$ cat config.mk
export PLATFORM = sky130hd
export DESIGN_NAME = ring_counter_n_flat
export DESIGN_NICKNAME = d
export VERILOG_FILES = /design/src/rtl/ring_counter_n_if.sv /design/src/rtl/ring_counter_n.sv /design/src/flat_wrapper.sv
export SDC_FILE = /design/constraint.sdc
export NUM_CORES = 1
export LEC_CHECK = 0
export ABC_AREA = 1
export ABC_CLOCK_PERIOD_IN_PS = 2550
export CAP_MARGIN = 20
export CORE_AREA = 5 5 42 44
export DETAILED_ROUTE_END_ITERATION = 16
export DIE_AREA = 0 0 47 49
export PLACE_DENSITY = 0.56
export SKIP_LAST_GASP = 1
export SLEW_MARGIN = 20
export SYNTH_ARGS = -nofsm -noshare
export SYNTH_HDL_FRONTEND = slang
export SYNTH_SLANG_ARGS = --single-unit
$ cat constraint.sdc
create_clock -name CLK -period 2.55 [get_ports CLK]
set_input_delay 0.51 -clock CLK [delete_from_list [all_inputs] [get_ports CLK]]
set_output_delay 0.51 -clock CLK [all_outputs]
set_load 0.01 [all_outputs]
$ cat src/rtl/ring_counter_n_if.sv
// Control and status bundle for ring_counter_n: the sequencer's driver uses the
// master view, the counter itself uses the slave view.
interface ring_counter_n_if #(
    parameter int N = 4
);
    logic         CE;
    logic         DIR;
    logic         LOAD;
    logic [N-1:0] DI;
    logic [N-1:0] O;
    logic         WRAP;
    logic         ERR;

    modport master (
        output CE, DIR, LOAD, DI,
        input  O, WRAP, ERR
    );

    modport slave (
        input  CE, DIR, LOAD, DI,
        output O, WRAP, ERR
    );
endinterface

$ cat src/rtl/ring_counter_n.sv
// N-bit ring (one-hot) or Johnson (thermometer) sequencer with enable, direction,
// parallel load and recovery to INIT from illegal states on an enabled step.
module ring_counter_n #(
    parameter int           N    = 4,
    parameter int           MODE = 0,
    parameter logic [N-1:0] INIT = {{(N-1){1'b0}}, 1'b1}
) (
    input logic              CLK,
    input logic              RESET,
    ring_counter_n_if.slave  bus
);
    logic [N-1:0] o_q, o_d;
    logic         wrap_q, wrap_d;
    logic         err_q, err_d;

    logic [N-1:0] shift_left, shift_right, shifted;
    logic         fb_left, fb_right;
    logic         legal;
    int           ones_cnt;
    int           edge_cnt;

    // Johnson feedback inverts the bit wrapping around; ring feedback passes it through.
    always_comb begin
        fb_left     = (MODE == 1) ? ~o_q[N-1] : o_q[N-1];
        fb_right    = (MODE == 1) ? ~o_q[0]   : o_q[0];
        shift_left  = {o_q[N-2:0], fb_left};
        shift_right = {fb_right, o_q[N-1:1]};
        shifted     = bus.DIR ? shift_right : shift_left;
    end

    // A legal Johnson word has at most one boundary between adjacent differing bits.
    always_comb begin
        ones_cnt = $countones(o_q);
        edge_cnt = $countones(o_q[N-1:1] ^ o_q[N-2:0]);
        legal    = (MODE == 1) ? (edge_cnt <= 1) : (ones_cnt == 1);
    end

    always_comb begin
        o_d    = o_q;
        wrap_d = 1'b0;
        err_d  = 1'b0;
        if (bus.LOAD) begin
            o_d = bus.DI;
        end else if (bus.CE) begin
            if (legal) begin
                o_d    = shifted;
                wrap_d = (shifted == INIT);
            end else begin
                o_d   = INIT;
                err_d = 1'b1;
            end
        end
    end

    always_ff @(posedge CLK) begin
        if (RESET) begin
            o_q    <= INIT;
            wrap_q <= 1'b0;
            err_q  <= 1'b0;
        end else begin
            o_q    <= o_d;
            wrap_q <= wrap_d;
            err_q  <= err_d;
        end
    end

    assign bus.O    = o_q;
    assign bus.WRAP = wrap_q;
    assign bus.ERR  = err_q;
endmodule

$ cat src/flat_wrapper.sv
// flat-port wrapper written by rule: the top's interface ports become plain ports
module ring_counter_n_flat 
#(
    parameter int           N    = 4,
    parameter int           MODE = 0,
    parameter logic [N-1:0] INIT = {{(N-1){1'b0}}, 1'b1}
)
  (CLK, RESET, bus_CE, bus_DIR, bus_LOAD, bus_DI, bus_O, bus_WRAP, bus_ERR);
  ring_counter_n_if #(.N(N)) bus_i ();
  input logic CLK;
  input logic RESET;
  input wire logic [$bits(bus_i.CE)-1:0] bus_CE;
  input wire logic [$bits(bus_i.DIR)-1:0] bus_DIR;
  input wire logic [$bits(bus_i.LOAD)-1:0] bus_LOAD;
  input wire logic [$bits(bus_i.DI)-1:0] bus_DI;
  output wire logic [$bits(bus_i.O)-1:0] bus_O;
  output wire logic [$bits(bus_i.WRAP)-1:0] bus_WRAP;
  output wire logic [$bits(bus_i.ERR)-1:0] bus_ERR;
  assign bus_i.CE = bus_CE;
  assign bus_i.DIR = bus_DIR;
  assign bus_i.LOAD = bus_LOAD;
  assign bus_i.DI = bus_DI;
  assign bus_O = bus_i.O;
  assign bus_WRAP = bus_i.WRAP;
  assign bus_ERR = bus_i.ERR;
  ring_counter_n #(.N(N), .MODE(MODE), .INIT(INIT)) u_core (.CLK(CLK), .RESET(RESET), .bus(bus_i));
endmodule
==> results.md, run 1 <==
* Status: finished clean
* Seq cells post-synth at 6
* Reg clk slew, reported paths at 0.05 ns
* Multi-input logic area at between 200 and 250 um2
* Layout cells sized above 1 at between 10% and 20%
* Die height at roughly 50 um
* Largest net degree at the start of global routing at 7
* Reg area at between 100 and 150 um2
* GPL Wtd Cong at between 0.7 and 0.8
* CTS tree: built
* Worst path cell trace: ha_1, ha_1, fa_1, inv_1, nand2_1, nor2_2, nand2_1, nand2_1, nand3_1
* Slew @ Worst Pin at roughly 0.27 ns
* Cell mode on critical path: nand2_1
* Hold Crit Class: reg2reg
* Core area at around 1400 um2
* Final Setup Violations at 0
* Power Density at between 400 and 500 nW/um2
* IO Pins at 15
* Min Clock Period, post-route at ~2 ns
* Vias at 394
* Utilization after layout at 40.36%
* Num CTS Buffers at 3
* Max-slew headroom at 81.78%
* Syn nets at 66
* Worst Path Required at about 2.7 ns
* Slowest cell on crit path: fa_1
* Clock latency on the worst-skew pair at approximately 0.25 ns
* Hold Buf Count CTS at 0
* CP peak stage delay at between 0.4 and 0.5 ns
* Area delta synth->final at 47.71%
* # DRC at 0
* Unique cell type count in the Yosys netlist at 15
* Synth Instances at 53
* CTS sink cnt at 6
* FMAX at around 500 MHz
* CTS-repair resized insts at 0
* Setup Fix Bufs, Post-CTS at 0
* Seq/Total Area, Yosys at 31.37%
* Final Routed Wirelength at roughly 890 um
* Max_cap viols at 0
* Antenna Cells at 0
* Final Hold Viols at 0
* Total congestion overflow at 0
* Longest Clk Path Bufs at 2
* Die ar. at roughly 2300 um2
* Initial DRC Count at 7
* Worst-path fanout max at 6
* Syn. warnings at 0
* Pleak at ~0.00025 uW
* Detailed placer's ending HPWL at ~700 um
* # port buffers at 14
* DR pass1 iterations at 4
* Vias in the first global route at 350
* RSZ-0062 raised after global routing: no
* Fin crit share at about 77%
* Startpoint Class: flop
* Worst VDD drop at 0.2393 mV
* Crit path kind: reg2reg
* Wire length per cell at 10.31 um
* H-tree depth at 1
* Netlist Area Pre-Place at 382.9 um2
* Post-DP Area at 543.0 um2
* Initial antenna violation count at 0
* Nets at 85
* CP endpoint kind: flop
* Syn avg cell area at ~7.2 um2
* Root buf cell: clkbuf_4
* Die Wd at around 47 um
* TNS Setup at 0 ns
* WP data arrival at between 2 and 2.5 ns
* Initial Utilization at 27.32%
* Filler cells at 161
* DRT antenna net count at 0
* Worst Skew at 0.002657 ns
* Global Route Usage Sum at under 10%
* Vias per std cell at between 4 and 5
* First-pass GRT wire length at between 1 and 1.5 mm
* Max Slew Vio Count at 0
* Placement row count at 14
* Final Cell Area at 565.5 um2
-- through the flow --
stage	worst slack (ns)	cells	hold WS, ns	total power [uW]
floorplan	0.7135	53	0.5791	154.6
global placement	0.6011	83	0.6003	192.1
detailed placement	0.6046	83	0.6153	192.7
CTS	0.5874	86	0.6220	285.9
global route	0.4471	86	0.6590	302.5
finish	0.5739	86	0.6118	279.9
-- cells in the mapped netlist --
master / count / area, um2
nand3_1: 5 / 25.02
inv_2: 1 / 3.750
a21boi_1: 3 / 22.52
a22oi_1: 1 / 7.510
nor2_4: 1 / 11.26
inv_1: 4 / 15.01
fa_1: 1 / 20.02
dfxtp_1: 6 / 120.1
nand2_2: 1 / 6.260
ha_1: 3 / 37.54
nor2_2: 3 / 18.77
nor2_1: 3 / 11.26
nand2_1: 17 / 63.81
a21oi_1: 3 / 15.01
o21ai_0: 1 / 5.000
-- worst max-delay path: cells and delay by family (launching register included) --
family | cells | cell delay, ns
and+or+nand+nor | 5 | 0.46
adders and majority gates | 3 | 0.91
DFF | 1 | 0.42
buffers and inverters | 1 | 0.07
-- metal layers --
layer,vias to the layer above,track usage [%],part of all wire (%)
met5,-,0,0
met2,15,11.76,42
li1,208,-,-
met3,2,3.321,7.2
met4,0,5.530,2.6
met1,169,11.48,48
-- flip-flops by register name, indices dropped and copies added, names as in the netlist --
register / count
u_core.bus.ERR: 1
u_core.bus.O: 4
u_core.bus.WRAP: 1
-- placed cells by master (no fill, tap or decap), drive strengths merged --
cell,n
nor2,7
nand2,18
clkbuf,3
nand3,5
dfxtp,6
o21ai,1
a21oi,3
fa,1
a22oi,1
clkdlybuf4s50,14
a21boi,3
ha,3
inv,5
-- final timing paths --
kind | start | to | slack, ns | cells past startpoint
max | u_core.bus.O[3] | u_core.bus.O[0] | 0.57 | 9
min | u_core.bus.O[1] | u_core.bus.O[1] | 0.61 | 2
max reg2reg | u_core.bus.O[3] | u_core.bus.O[0] | 0.57 | 9
min reg2reg | u_core.bus.O[1] | u_core.bus.O[1] | 0.61 | 2
-- cell families after synthesis --
| group | count (synthesis) | share of synthesized area (%) |
|---|---|---|
| compound gates | 8 | 13.07 |
| simple gates | 30 | 35.62 |
| flops | 6 | 31.37 |
| fa+ha+maj | 4 | 15.03 |
| buf+inv | 5 | 4.900 |
-- power breakdown --
part / leakage [uW] / internal, uW / total, uW / switching, uW
sequential: 0.0000493 / 100 / 107 / 7.23
combinational: 0.000191 / 40.4 / 83.7 / 43.2
clock: 0.0000138 / 53.3 / 89.0 / 35.6
-- final cells by class --
type / instances / area share (%)
inverter: 5 / 3.319
tap: 16 / 3.540
timing repair buffer: 14 / 24.78
clock buffer: 3 / 3.982
sequential: 6 / 21.24
multi-input combinational: 42 / 43.14
No activity file was read; power rests on OpenSTA's default activity.
==> run 2, diff against run 1 <==
Settings changed: ABC_CLOCK_PERIOD_IN_PS 2550 to 1800, PLACE_DENSITY 0.56 to 0.58.
Clock period 2.55 ns to 1.8 ns, I/O delays scaled along.
==> results.md, run 2 (synthesis results as in run 1) <==
* Status: finished clean
* Vias per std cell at 4.681 (+2.2%)
* Detailed placer's ending HPWL at 750.2 um (+6.5%)
* # port buffers at 14 (unchanged)
* Die ar. at 2303 um2 (unchanged)
* Wire length per cell at 10.60 um (+2.8%)
* GPL Wtd Cong at 0.8090 (+12%)
* DR pass1 iterations at 4 (unchanged)
* Power Density at 680.3 nW/um2 (+37%)
* Largest net degree at the start of global routing at 7 (unchanged)
* Worst Path Required at 1.93 ns (-0.75 ns)
* Layout cells sized above 1 at 30.67% (+18 points)
* Most frequent cells in the layout: 16 x nand2_1, 14 x clkdlybuf4s50_1, 5 x nand3_1, 5 x buf_4
* Final Routed Wirelength at 965 um (+8.8%)
* Hold Crit Class: reg2reg
* Clock latency on the worst-skew pair at 0.25 ns (about the same)
* DRT antenna net count at 0 (unchanged)
* IO Pins at 15 (unchanged)
* CTS sink cnt at 6 (unchanged)
* H-tree depth at 1 (unchanged)
* Vias at 426 (+8.1%)
* Die Wd at 47 um (unchanged)
* Hold Buf Count CTS at 0 (unchanged)
* Tot Pwr at 446.9 uW (+60%)
* Antenna Cells at 0 (unchanged)
* Root buf cell: clkbuf_4
* Final Hold Viols at 0 (unchanged)
* First-pass GRT wire length at 1.593 mm (+10%)
* Initial DRC Count at 10 (+3)
* Min Clock Period, post-route at 1.752 ns (-0.2244 ns)
* Global Route Usage Sum at 9.859% (+1.0 points)
* RSZ-0062 raised after global routing: yes
* WP data arrival at 1.88 ns (-0.23 ns)
* TNS Setup at 0 ns (unchanged)
* Final Setup Violations at 0 (unchanged)
* Most common cell after layout, fill and taps aside: nand2_1
* Max Slew Vio Count at 0 (unchanged)
* Worst reg-to-reg path cell count at 9 (unchanged)
* Worst-path fanout max at 6 (unchanged)
* Worst VDD drop at 0.3584 mV (+50%)
* Max reg flops at 4 (unchanged)
* Area delta synth->final at 71.57%
* Worst path cell trace: ha_4, ha_4, fa_1, inv_1, nand2_2, nor2_4, nand2_1, nand2_1, nand3_1
* CTS tree: built
* Vias in the first global route at 415 (+19%)
* # DRC at 0 (unchanged)
* Slowest cell on crit path: fa_1
* FMAX at 570.9 MHz (+13%)
* Core area at 1401 um2 (unchanged)
* Fin crit share at 97.32% (+20 points)
* Max-slew headroom at 82.45% (+0.68 points)
* Nets at 90 (+5.9%)
* Die height at 49 um (unchanged)
* Max_cap viols at 0 (unchanged)
* Hold depth at 3 (+1)
* Initial Utilization at 27.32% (unchanged)
* Placement row count at 14 (unchanged)
* Crit path kind: reg2reg
* Total congestion overflow at 0 (unchanged)
* CP peak stage delay at 0.43 ns (about the same)
* Pleak at 0.0002800 uW (+10%)
* Longest Clk Path Bufs at 2 (unchanged)
* Slew @ Worst Pin at 0.2624 ns (-0.01014 ns)
* Reg clk slew, reported paths at 0.05 ns (about the same)
* Num CTS Buffers at 3 (unchanged)
* CP endpoint kind: flop
* Initial antenna violation count at 0 (unchanged)
* Startpoint Class: flop
* Worst Skew at 0.004094 ns (+0.001437 ns)
[run 2: changes by cell type in the layout (fill, tap and decap cells not counted)]
cell and change:
a21oi_1 -1, a21oi_2 +1, buf_4 +5, dfxtp_1 -4, dfxtp_2 +4, ha_1 -3
ha_4 +3, nand2_1 -1, nand2_2 +1, nor2_2 -1, nor2_4 +1
[run 2: area by class of cell]
cell class              instances  area, um2
clock buffers                   3      22.52
fillers                       152      744.5
inverters                       5      18.77
multi-input cells              42      292.8
flip-flops and latches          6      125.1
well taps                      16      20.02
repair buffers                 19      177.7
[run 2: final timing paths]
check                       start              end  slack, ns
setup / recovery  u_core.bus.O[1]  u_core.bus.O[0]       0.05
hold / removal    u_core.bus.O[0]  u_core.bus.O[0]       0.65
setup reg to reg  u_core.bus.O[1]  u_core.bus.O[0]       0.05
hold reg to reg   u_core.bus.O[0]  u_core.bus.O[0]       0.65
[run 2: critical path: cells and delay by family, from the launching register on]
kind	cells	cell delay, ns
and+or+nand+nor	5	0.39
adders and majority gates	3	0.82
buffers and inverters	1	0.08
DFF	1	0.33
[run 2: metrics by stage]
stage               hold WS (ns)  cell area (um2)  util (%)  std cells  worst slack [ns]
floorplan                 0.4217            387.9         -         53          0.005520
global placement          0.6085            578.1     41.25         87          -0.07284
detailed placement        0.6190            578.1     41.25         87          -0.09535
CTS                       0.6587            645.6     46.07         90          0.007305
global route              0.6801            656.9     46.88         91          -0.08683
finish                    0.6522            656.9     46.88         91           0.04827
[run 2: layer usage]
layer	GRT usage, %	wire length (um)	vias to the layer above
met5	0	0	-
li1	-	-	216
met4	8.295	38	0
met3	3.321	73	5
met2	15.38	444	17
met1	9.890	409	188
[run 2: where the power goes]
group	total [uW]	internal, uW	switching (uW)
clock	127	75.6	51.4
sequential	150	143	7.20
combinational	169	89.7	79.8
total	447	309	138
[run 2: timing repair]
item | CTS | global route
setup endpoints to repair | 5 | 5
pin swaps | 4 | 2
buffers inserted | 0 | 1
gates cloned | 0 | 0
resized for setup | 6 | 1
